--- src/rtl/dma_descriptor_scheduler.sv ---
// Round-robin DMA descriptor scheduler: arbitrates NUM_CH requesters into a FIFO and dispatches one descriptor at a time.
// Latency: push at N -> pop at N+1 -> descp_avail at N+2; done_pulse two cycles after the processor is seen idle again.
// Backpressure: req_ready is withheld from every channel while the registered FIFO count is at FIFO_DEPTH.
module dma_descriptor_scheduler #(
    parameter int          NUM_CH     = 2,
    parameter int          FIFO_DEPTH = 4,
    parameter logic [2:0]  PROC_IDLE  = 3'b000
) (
    input  logic                          clk,
    input  logic                          rst,
    input  logic [NUM_CH-1:0]             req_valid,
    output logic [NUM_CH-1:0]             req_ready,
    input  logic [16*NUM_CH-1:0]          req_read_from,
    input  logic [18*NUM_CH-1:0]          req_write_to,
    input  logic [16*NUM_CH-1:0]          req_length,
    output logic                          descp_avail,
    output logic [15:0]                   read_from,
    output logic [17:0]                   write_to,
    output logic [15:0]                   length_data,
    input  logic [2:0]                    proc_state,
    output logic                          done_pulse,
    output logic [$clog2(NUM_CH)-1:0]     done_ch,
    output logic                          done_err,
    output logic                          busy,
    output logic [$clog2(FIFO_DEPTH):0]   fifo_count
);

    localparam int CW = $clog2(NUM_CH);
    localparam int PW = $clog2(FIFO_DEPTH);
    localparam int NW = PW + 1;

    typedef struct packed {
        logic [CW-1:0] ch;
        logic [15:0]   rd;
        logic [17:0]   wr;
        logic [15:0]   len;
    } entry_t;

    typedef enum logic [2:0] {
        S_IDLE, S_LAUNCH, S_WAIT_START, S_WAIT_DONE, S_DONE
    } state_t;

    state_t        state_q, state_d;
    logic [CW-1:0] rr_q, rr_d;
    logic [CW-1:0] grant_ch;
    logic          grant_vld;
    logic          push, pop;
    logic [NW-1:0] count_q, count_d;
    logic [PW-1:0] wr_ptr_q, rd_ptr_q;
    entry_t        mem_q [FIFO_DEPTH];
    entry_t        push_ent, head;
    logic [15:0]   rd_q;
    logic [17:0]   wr_q;
    logic [15:0]   len_q;
    logic [CW-1:0] cur_ch_q;
    logic          err_q;
    logic          done_pulse_q, done_err_q;
    logic [CW-1:0] done_ch_q;

    // Search starts at the RR pointer and wraps; fullness uses the registered count only.
    always_comb begin
        grant_vld = 1'b0;
        grant_ch  = '0;
        if (count_q < NW'(FIFO_DEPTH)) begin
            for (int k = 0; k < NUM_CH; k++) begin
                if (!grant_vld && req_valid[(int'(rr_q) + k) % NUM_CH]) begin
                    grant_vld = 1'b1;
                    grant_ch  = CW'((int'(rr_q) + k) % NUM_CH);
                end
            end
        end
        req_ready = grant_vld ? (NUM_CH'(1) << grant_ch) : '0;
        push      = grant_vld;
        rr_d      = rr_q;
        if (push) begin
            rr_d = (int'(grant_ch) == NUM_CH - 1) ? '0 : grant_ch + 1'b1;
        end
    end

    always_comb begin
        push_ent.ch  = grant_ch;
        push_ent.rd  = req_read_from[16*grant_ch +: 16];
        push_ent.wr  = req_write_to[18*grant_ch +: 18];
        push_ent.len = req_length[16*grant_ch +: 16];
        head         = mem_q[rd_ptr_q];
        count_d      = count_q + NW'(push) - NW'(pop);
    end

    always_comb begin
        state_d     = state_q;
        pop         = 1'b0;
        descp_avail = 1'b0;
        case (state_q)
            S_IDLE: begin
                if (count_q != '0) begin
                    pop     = 1'b1;
                    state_d = (head.len == '0) ? S_DONE : S_LAUNCH;
                end
            end
            S_LAUNCH: begin
                if (proc_state == PROC_IDLE) begin
                    descp_avail = 1'b1;
                    state_d     = S_WAIT_START;
                end
            end
            S_WAIT_START: if (proc_state != PROC_IDLE) state_d = S_WAIT_DONE;
            S_WAIT_DONE:  if (proc_state == PROC_IDLE) state_d = S_DONE;
            S_DONE:       state_d = S_IDLE;
            default:      state_d = S_IDLE;
        endcase
    end

    always_ff @(posedge clk or posedge rst) begin
        if (rst) begin
            state_q      <= S_IDLE;
            rr_q         <= '0;
            count_q      <= '0;
            wr_ptr_q     <= '0;
            rd_ptr_q     <= '0;
            rd_q         <= '0;
            wr_q         <= '0;
            len_q        <= '0;
            cur_ch_q     <= '0;
            err_q        <= 1'b0;
            done_pulse_q <= 1'b0;
            done_err_q   <= 1'b0;
            done_ch_q    <= '0;
        end else begin
            state_q  <= state_d;
            rr_q     <= rr_d;
            count_q  <= count_d;
            if (push) wr_ptr_q <= wr_ptr_q + 1'b1;
            if (pop) begin
                rd_ptr_q <= rd_ptr_q + 1'b1;
                rd_q     <= head.rd;
                wr_q     <= head.wr;
                len_q    <= head.len;
                cur_ch_q <= head.ch;
                err_q    <= (head.len == '0);
            end
            done_pulse_q <= (state_q == S_DONE);
            done_err_q   <= (state_q == S_DONE) && err_q;
            if (state_q == S_DONE) done_ch_q <= cur_ch_q;
        end
    end

    // Storage needs no reset: the pointers and count define which entries are live.
    always_ff @(posedge clk) begin
        if (push) mem_q[wr_ptr_q] <= push_ent;
    end

    assign read_from   = rd_q;
    assign write_to    = wr_q;
    assign length_data = len_q;
    assign done_pulse  = done_pulse_q;
    assign done_ch     = done_ch_q;
    assign done_err    = done_err_q;
    assign fifo_count  = count_q;
    assign busy        = (count_q != '0) || (state_q != S_IDLE);

endmodule
--- config.mk ---
export PLATFORM = sky130hd
export DESIGN_NAME = dma_descriptor_scheduler
export DESIGN_NICKNAME = d
export VERILOG_FILES = /design/src/rtl/dma_descriptor_scheduler.sv
export SDC_FILE = /design/constraint.sdc
export NUM_CORES = 1
export LEC_CHECK = 0
export CORE_ASPECT_RATIO = 0.75
export CORE_MARGIN = 2
export CORE_UTILIZATION = 40
export CTS_CLUSTER_DIAMETER = 100
export DETAILED_ROUTE_END_ITERATION = 7
export GPL_TIMING_DRIVEN = 0
export PLACE_DENSITY = 0.64
export SLEW_MARGIN = 30
export SYNTH_ARGS = -nofsm -noshare
export SYNTH_HDL_FRONTEND = slang
export SYNTH_SLANG_ARGS = --single-unit
--- constraint.sdc ---
create_clock -name clk -period 6.4 [get_ports clk]
set_input_delay 1.28 -clock clk [delete_from_list [all_inputs] [get_ports clk]]
set_output_delay 1.28 -clock clk [all_outputs]
set_load 0.02 [all_outputs]
==> results of run 1 <==
## through the flow
stage | cell area (µm²) | setup slack (ps) | std cells | utilization | hold WS (ps)
after floorplan | 10600 | 3030 | 507 | - | 448
after global placement | 12700 | 1440 | 1017 | 0.488 | 469
after detailed placement | 12800 | 1640 | 1022 | 0.492 | 484
after CTS | 13700 | 1650 | 1070 | 0.528 | 500
after global routing | 13700 | 1590 | 1070 | 0.528 | 520
final | 13700 | 1710 | 1070 | 0.528 | 499
## kinds of logic after synthesis
| family | Yosys count |
|---|---|
| flip-flops | 270 |
| multiplexers | 153 |
| buffers and inverters | 35 |
| AND/OR/NAND/NOR | 29 |
| AO/OA/AOI/OAI | 7 |
| adder cells (fa/ha/maj) | 7 |
| XOR/XNOR | 6 |
## final cells by class
| type | count | share of cell area |
|---|---|---|
| multi-input cells | 202 | 0.194 |
| flip-flops and latches | 270 | 0.566 |
| plain buffers | 23 | 0.00928 |
| clock inverters | 13 | 0.0128 |
| repair buffers | 171 | 0.129 |
| clock buffers | 35 | 0.0551 |
| inverters | 12 | 0.00346 |
| well taps | 344 | 0.0313 |
## cell usage in the layout (no fill, tap or decap), types with 2 or more instances in the layout
master / instances
sky130_fd_sc_hd__mux2_1: 51
sky130_fd_sc_hd__edfxtp_1: 204
sky130_fd_sc_hd__bufinv_16: 4
sky130_fd_sc_hd__buf_12: 5
sky130_fd_sc_hd__clkinv_4: 2
sky130_fd_sc_hd__clkbuf_1: 11
sky130_fd_sc_hd__clkinv_2: 4
sky130_fd_sc_hd__a21o_1: 2
sky130_fd_sc_hd__xnor2_1: 6
sky130_fd_sc_hd__dfrtp_1: 66
sky130_fd_sc_hd__and2_4: 4
sky130_fd_sc_hd__clkinvlp_4: 2
sky130_fd_sc_hd__mux4_2: 49
sky130_fd_sc_hd__mux4_1: 2
sky130_fd_sc_hd__inv_1: 8
sky130_fd_sc_hd__clkbuf_16: 28
sky130_fd_sc_hd__inv_2: 3
sky130_fd_sc_hd__nor4_1: 3
sky130_fd_sc_hd__nor3_1: 5
sky130_fd_sc_hd__buf_2: 11
sky130_fd_sc_hd__clkbuf_8: 3
sky130_fd_sc_hd__ha_1: 6
sky130_fd_sc_hd__nand2_1: 6
sky130_fd_sc_hd__nand2b_1: 3
sky130_fd_sc_hd__mux2_2: 51
sky130_fd_sc_hd__buf_1: 2
sky130_fd_sc_hd__o21ai_0: 2
sky130_fd_sc_hd__clkdlybuf4s50_1: 166
sky130_fd_sc_hd__nor2_1: 4
## worst max-delay path, cell delays in order
cell	delay [ps]
sky130_fd_sc_hd__clkdlybuf4s50_1	440
sky130_fd_sc_hd__nand2b_1	100
sky130_fd_sc_hd__a21o_1	90
sky130_fd_sc_hd__clkbuf_1	450
sky130_fd_sc_hd__buf_2	450
sky130_fd_sc_hd__inv_2	50
sky130_fd_sc_hd__clkdlybuf4s50_1	550
## synthesized netlist by cell type (all sizes together), types with 5 or more instances
cell type  count  area (µm²)
nor3           5        25.0
and2           5        31.3
ha             6        75.1
clkbuf         7        26.3
dfrtp         66        1650
buf           16         101
edfxtp       204        6130
inv           12        45.0
nand2          6        22.5
xnor2          6        52.6
mux2         102        1150
mux4          51        1160
## flip-flops by register name, indices dropped and copies added (netlist names)
signal,cells
done_pulse,1
wr_ptr_q,2
fifo_count,3
mem_q,204
cur_ch_q,1
state_q,3
write_to,18
err_q,1
rd_ptr_q,2
rr_q,1
done_ch,1
read_from,16
length_data,16
done_err,1
## routing by layer
layer / GRT usage / wire length [µm]
met5: 0 / 0
met4: 0.0305 / 405
met2: 0.262 / 10500
met3: 0.0278 / 1410
met1: 0.225 / 9710
## power by group
group,leakage (nW),switching (W),internal (W)
Clock,0.454,0.000640,0.000994
Combinational,1.70,0.00111,0.00110
Sequential,2.65,0.000186,0.00247
Total,4.81,0.00193,0.00456
## worst max-delay path by stage
stage / startpoint / endpoint / slack [ps]
after floorplan: proc_state[1] / descp_avail / 3030
after global placement: req_valid[0] / mem_q[1][40]$_DFFE_PP_ / 1440
after global routing: req_valid[1] / req_ready[1] / 1590
after CTS: req_valid[1] / req_ready[1] / 1650
final: req_valid[1] / req_ready[1] / 1710
after detailed placement: req_valid[1] / req_ready[1] / 1640
==> impl_metrics.sql, run 1 <==
INSERT INTO impl_metrics (metric_group, metric, value, unit) VALUES
('route', 'vias', '5424', ''),
('global_routing', 'grt_util_all_layers', '0.159', ''),
('synth', 'synth_compound_gate_area_share', '0.00413', ''),
('placed_design', 'hpwl', '14600', 'µm'),
('min_path', 'hold_removal_path_class', 'register to register', ''),
('synth', 'yosys.area_share.simple', '0.0148', ''),
('sta', 'setup_repair_after_global_routing_missed_its_margin', 'no', ''),
('sta', 'worst-slew-pin-transition', '861', 'ps'),
('clock_network', 'clock_sink_count', '270', ''),
('synth', 'synth.mux.area_fraction', '0.217', ''),
('floorplan', 'design.portCount', '167', ''),
('route', 'via_per_inst', '5.07', ''),
('final_layout', 'fill_cells', '2074', ''),
('route', 'drt-wirelength-per-cell', '20.6', 'µm'),
('final_layout', 'multi_input_area', '2660', 'µm²'),
('clock_network', 'postCtsSetupRepairBufs', '0', ''),
('synth', 'synth_area', '10600', 'µm²'),
('min_path', 'hold_path_end', 'length_data[5]$_DFFE_PP0P_', ''),
('synth', 'synth.lib_cells_used.distinct', '31', ''),
('synth', 'postSynth.asyncResetShare', '0.244', ''),
('sta', 'timing.slew.headroom', '0.426', ''),
('clock_network', 'post_cts_resized', '0', ''),
('sta', 'final.setup_skew', '12.6', 'ps'),
('clock_network', 'cts_htree_levels', '1', ''),
('worst_setup_path', 'setup.worst_path.end_class', 'primary output', ''),
('final_layout', 'design.final.nets', '820', ''),
('synth', 'synth_edf_count', '204', ''),
('global_routing', 'largest_net_degree_at_the_start_of_global_routing', '40', ''),
('final_layout', 'area_growth_syn_to_layout', '29.7', '%'),
('worst_setup_path', 'critical_path_required', '5120', 'ps'),
('route', 'final_antenna_net_count', '0', ''),
('clock_network', 'hold_buffers', '0', ''),
('min_path', 'worst_hold_startpoint', 'length_data[5]$_DFFE_PP0P_', ''),
('pwr', 'total_leakage_power', '4.81', 'nW'),
('floorplan', 'die_width', '192', 'µm'),
('final_layout', 'seqCellArea', '7780', 'µm²'),
('job', 'timing.max_cap.violations', '0', ''),
('global_routing', 'grt_antenna_before_repair', '0', ''),
('route', 'drt-initial-drc-count', '281', ''),
('synth', 'synth.yosys.seq_area_share', '0.734', ''),
('floorplan', 'start_util', '0.407', ''),
('synth', 'postSynthAreaPerCell', '20.9', 'µm²'),
('pwr', 'cellPowerDensity', '472', 'nW/µm²'),
('pwr', 'worst_ir_drop_vdd', '0.251', 'mV'),
('synth', 'synth-seq-cells', '270', ''),
('worst_setup_path', 'cp_data_arrival_time', '3410', 'ps'),
('floorplan', 'floorplan.rows', '51', ''),
('sta', 'final_setup_tns', '0', 'ps'),
('clock_network', 'cts_tree', 'yes', ''),
('sta', 'final-setup-viol-count', '0', ''),
('synth', 'synth_fa_ha_area_frac', '0.00897', ''),
('route', 'drt_drc_violations_left', '0', ''),
('placed_design', 'count_of_port_buffers_added_during_placement', '166', ''),
('clock_network', 'clock_root_buffer', 'sky130_fd_sc_hd__clkbuf_16', ''),
('worst_setup_path', 'cp_max_fo', '10', ''),
('synth', 'dominant_combinational_cell_family_by_area_after_synthesis', 'multiplexers', ''),
('clock_network', 'clkSlewWorstSetupHoldPaths', '70', 'ps'),
('run_status', 'status', 'complete, no violations', ''),
('worst_setup_path', 'regToRegEndpoint', 'fifo_count[2]$_DFF_PP0_', ''),
('synth', 'fraction_of_synthesized_cell_area_in_xor_and_xnor_cells', '0.00496', ''),
('global_routing', 'grt_pass1_vias', '5836', ''),
('route', 'total_routed_length', '22000', 'µm'),
('global_routing', 'grt.overflow.total', '0', ''),
('worst_setup_path', 'path_class', 'input port to primary output', ''),
('sta', 'max_freq', '213', 'MHz'),
('sta', 'layout_min_cycle_time', '4690', 'ps'),
('pwr', 'totalPowerFinal', '0.00650', 'W'),
('clock_network', 'cts_inserted_buffers', '26', ''),
('synth', 'syn-instance-count', '507', ''),
('placed_design', 'globalplace.congestion', '0.724', ''),
('route', 'drt-pass1-iter-count', '6', '');
Power figures use the tool's default switching activity.
==> run 2, diff against run 1 <==
--- a/config.mk
+++ b/config.mk
@@ -11,7 +11,7 @@
 export CTS_CLUSTER_DIAMETER = 100
 export DETAILED_ROUTE_END_ITERATION = 7
 export GPL_TIMING_DRIVEN = 0
-export PLACE_DENSITY = 0.64
+export PLACE_DENSITY = 0.67
 export SLEW_MARGIN = 30
 export SYNTH_ARGS = -nofsm -noshare
 export SYNTH_HDL_FRONTEND = slang
==> constraint.sdc (replaced) <==
create_clock -name clk -period 4 [get_ports clk]
set_input_delay 0.8 -clock clk [delete_from_list [all_inputs] [get_ports clk]]
set_output_delay 0.8 -clock clk [all_outputs]
set_load 0.02 [all_outputs]
==> impl_metrics.sql, run 2 (synthesized netlist as in run 1, its figures left out) <==
INSERT INTO impl_metrics (metric_group, metric, value, unit) VALUES
('global_routing', 'largest_net_degree_at_the_start_of_global_routing', '35', ''),
('route', 'final_antenna_net_count', '0', ''),
('route', 'vias', '5460', ''),
('placed_design', 'dp.cells', '1022', ''),
('sta', 'worst-slew-pin-transition', '866', 'ps'),
('sta', 'layout_setup_ws', '159', 'ps'),
('pwr', 'internal-power', '0.00719', 'W'),
('floorplan', 'die_width', '192', 'µm'),
('route', 'total_routed_length', '22400', 'µm'),
('floorplan', 'floorplan.core_area', '26000', 'µm²'),
('worst_setup_path', 'slowest_stage', 'sky130_fd_sc_hd__clkdlybuf4s50_1', ''),
('job', 'timing.max_cap.violations', '0', ''),
('final_layout', 'antenna-diode-count', '0', ''),
('pwr', 'switchingPower', '0.00310', 'W'),
('worst_setup_path', 'critical_path.startpoint_type', 'input port', ''),
('clock_network', 'post_cts_resized', '0', ''),
('worst_setup_path', 'cpMostUsedCell', 'sky130_fd_sc_hd__clkdlybuf4s50_1', ''),
('final_layout', 'leading_cell_type_in_the_layout_fill_and_taps_excluded', 'sky130_fd_sc_hd__edfxtp_1', ''),
('worst_setup_path', 'path_cells', 'clkdlybuf4s50_1 > nand2b_1 > a21o_1 > clkbuf_1 > buf_2 > inv_2 > clkdlybuf4s50_1', ''),
('sta', 'finalMaxSlewViolations', '0', ''),
('sta', 'timing.slew.headroom', '0.422', ''),
('pwr', 'power_frac_comb', '0.345', ''),
('final_layout', 'largest_register_ffs', '204', ''),
('clock_network', 'cts_tree', 'yes', ''),
('floorplan', 'die_h', '145', 'µm'),
('clock_network', 'clock_root_buffer', 'sky130_fd_sc_hd__clkbuf_16', ''),
('worst_setup_path', 'path_class', 'input port to primary output', ''),
('route', 'drt_drc_violations_left', '0', ''),
('global_routing', 'grt_antenna_before_repair', '0', ''),
('global_routing', 'grt_util_met1', '0.234', ''),
('clock_network', 'clock_sink_count', '270', ''),
('worst_setup_path', 'cp_slowest_stage_delay', '540', 'ps'),
('floorplan', 'design.portCount', '167', ''),
('pwr', 'cellPowerDensity', '751', 'nW/µm²'),
('route', 'drt-pass1-iter-count', '6', ''),
('sta', 'final.setup_skew', '14.8', 'ps'),
('clock_network', 'cts_htree_levels', '1', ''),
('final_layout', 'finalCoreUtilization', '0.526', ''),
('sta', 'max_freq', '260', 'MHz'),
('final_layout', 'commonest_cells_after_routing_fill_and_taps_aside', 'sky130_fd_sc_hd__edfxtp_1 (204), sky130_fd_sc_hd__clkdlybuf4s50_1 (166), sky130_fd_sc_hd__dfrtp_1 (66)', ''),
('floorplan', 'floorplan.rows', '51', ''),
('global_routing', 'busiest_layer', 'met2', ''),
('placed_design', 'count_of_port_buffers_added_during_placement', '166', ''),
('global_routing', 'grt_pass1_vias', '5853', ''),
('clock_network', 'clkSlewWorstSetupHoldPaths', '60', 'ps'),
('pwr', 'total_leakage_power', '4.80', 'nW'),
('route', 'drt-initial-drc-count', '386', ''),
('final_layout', 'design.final.nets', '821', ''),
('clock_network', 'hold_buffers', '0', ''),
('global_routing', 'globalRouteMet3Util', '0.0305', ''),
('worst_setup_path', 'setup.worst_path.end_class', 'primary output', ''),
('worst_setup_path', 'cp_max_fo', '10', ''),
('sta', 'layout_min_cycle_time', '3840', 'ps'),
('clock_network', 'postCtsSetupRepairBufs', '0', ''),
('global_routing', 'gr-usage-met2', '0.265', ''),
('clock_network', 'worst_skew_pair.late_latency', '520', 'ps'),
('final_layout', 'fill_cells', '2081', ''),
('final_layout', 'area_growth_syn_to_layout', '29.2', '%'),
('pwr', 'power.switching_fraction', '0.301', ''),
('clock_network', 'max-clock-path-buffers', '3', ''),
('pwr', 'worst_ir_drop_vdd', '0.325', 'mV'),
('final_layout', 'stdcell_count', '1071', ''),
('placed_design', 'post-place-ws', '111', 'ps'),
('sta', 'final-setup-viol-count', '0', ''),
('floorplan', 'full_die_area', '27800', 'µm²'),
('global_routing', 'grt_pass1_wl', '34300', 'µm'),
('placed_design', 'globalplace.congestion', '0.717', ''),
('floorplan', 'start_util', '0.407', ''),
('clock_network', 'cts_inserted_buffers', '27', ''),
('pwr', 'power.sequential.fraction', '0.414', ''),
('worst_setup_path', 'critical_path_required', '3200', 'ps'),
('sta', 'layout_worst_path_cycle_share', '0.960', ''),
('pwr', 'share_of_power_burned_in_the_clock_network', '0.241', ''),
('min_path', 'hold_removal_path_class', 'register to register', ''),
('run_status', 'status', 'complete, no violations', ''),
('placed_design', 'hpwl', '14800', 'µm'),
('worst_setup_path', 'worstPathBufferInverterCount', '5', ''),
('worst_setup_path', 'cp_data_arrival_time', '3040', 'ps'),
('final_layout', 'final_layout_size_suffix_gt1_frac', '0.241', ''),
('sta', 'setup_repair_after_global_routing_missed_its_margin', 'no', ''),
('final_layout', 'registers.top_by_ff_count', 'mem_q', ''),
('route', 'drt-wirelength-per-cell', '20.9', 'µm'),
('worst_setup_path', 'cpLargestDelayFamily', 'buffers and inverters', ''),
('global_routing', 'grt.overflow.total', '0', ''),
('sta', 'report.final.hold_viol_count', '0', ''),
('route', 'via_per_inst', '5.10', ''),
('global_routing', 'grt_util_all_layers', '0.163', '');
==> run 2: final timing paths <==
kind                                         from                    endpoint  slack (ps)  depth (start not counted)
setup / recovery                     req_valid[1]                req_ready[1]         160                          7
hold reg to reg                 err_q$_DFFE_PP0P_           err_q$_DFFE_PP0P_         500                          2
min in group asynchronous                     rst     write_to[9]$_DFFE_PP0P_         680                          2
max in group asynchronous                     rst  length_data[9]$_DFFE_PP0P_        2720                          3
setup reg to reg           state_q[2]$_DFFE_PP0P_     fifo_count[2]$_DFF_PP0_        1250                         10
hold / removal                  err_q$_DFFE_PP0P_           err_q$_DFFE_PP0P_         500                          2
==> run 2: worst reg2reg max path: stages (launching register included) <==
cell	delay [ps]
sky130_fd_sc_hd__dfrtp_1	440
sky130_fd_sc_hd__nor3_1	280
sky130_fd_sc_hd__nand2b_1	200
sky130_fd_sc_hd__inv_2	240
sky130_fd_sc_hd__buf_2	390
sky130_fd_sc_hd__ha_1	190
sky130_fd_sc_hd__inv_1	40
sky130_fd_sc_hd__ha_1	180
sky130_fd_sc_hd__fa_1	370
sky130_fd_sc_hd__xnor2_1	200
sky130_fd_sc_hd__xnor2_1	140
==> run 2: metrics by stage <==
step | hold WS [ps] | setup TNS [ps] | power, W | instance area (µm²)
CTS | 509 | 0 | 0.0104 | 13700
floorplan | 448 | 0 | 0.00647 | 10600
global route | 523 | 0 | 0.0108 | 13700
global placement | 470 | -67300 | 0.00776 | 12700
finish | 503 | 0 | 0.0103 | 13700
detailed placement | 482 | 0 | 0.00793 | 12800
==> run 2: power groups by stage <==
stage / clock (W) / combinational (W) / sequential, W
2_1_floorplan: 0 / 0.00189 / 0.00457
3_3_place_gp: 0 / 0.00344 / 0.00432
3_5_place_dp: 0 / 0.00362 / 0.00431
4_1_cts: 0.00253 / 0.00364 / 0.00426
5_1_grt: 0.00264 / 0.00384 / 0.00433
6_report: 0.00248 / 0.00355 / 0.00425
==> run 2: metal layers <==
metal	share of wire	vias to the layer above
li1	-	2427
met1	0.44	2816
met2	0.48	197
met3	0.069	20
met4	0.011	0
met5	0	-
==> run 2: area by class of cell <==
cell class | instances | area [µm²] | share of cell area
plain buffers | 23 | 128 | 0.00931
clock buffers | 34 | 762 | 0.0556
clock inverters | 15 | 133 | 0.00968
inverters | 12 | 47.5 | 0.00347
multi-input cells | 202 | 2660 | 0.194
flip-flops and latches | 270 | 7780 | 0.568
well taps | 344 | 430 | 0.0314
repair buffers | 171 | 1760 | 0.129
==> run 3, diff against run 2 <==
--- a/config.mk
+++ b/config.mk
@@ -11,7 +11,7 @@
 export CTS_CLUSTER_DIAMETER = 100
 export DETAILED_ROUTE_END_ITERATION = 7
 export GPL_TIMING_DRIVEN = 0
-export PLACE_DENSITY = 0.67
+export PLACE_DENSITY = 0.64
 export SLEW_MARGIN = 30
 export SYNTH_ARGS = -nofsm -noshare
 export SYNTH_HDL_FRONTEND = slang
==> constraint.sdc (replaced) <==
create_clock -name clk -period 4.4 [get_ports clk]
set_input_delay 0.88 -clock clk [delete_from_list [all_inputs] [get_ports clk]]
set_output_delay 0.88 -clock clk [all_outputs]
set_load 0.02 [all_outputs]
==> results of run 3 <==
Same layout as run 1 (identical final DEF). Status: complete, no violations.
Main changes from that run: setup slack after placement 1640 ps -> 441 ps; setup slack after layout 1710 ps -> 508 ps; register-to-register setup slack 3640 ps -> 1640 ps; total power 0.00650 W -> 0.00945 W; worst IR drop on VDD 0.251 mV -> 0.365 mV
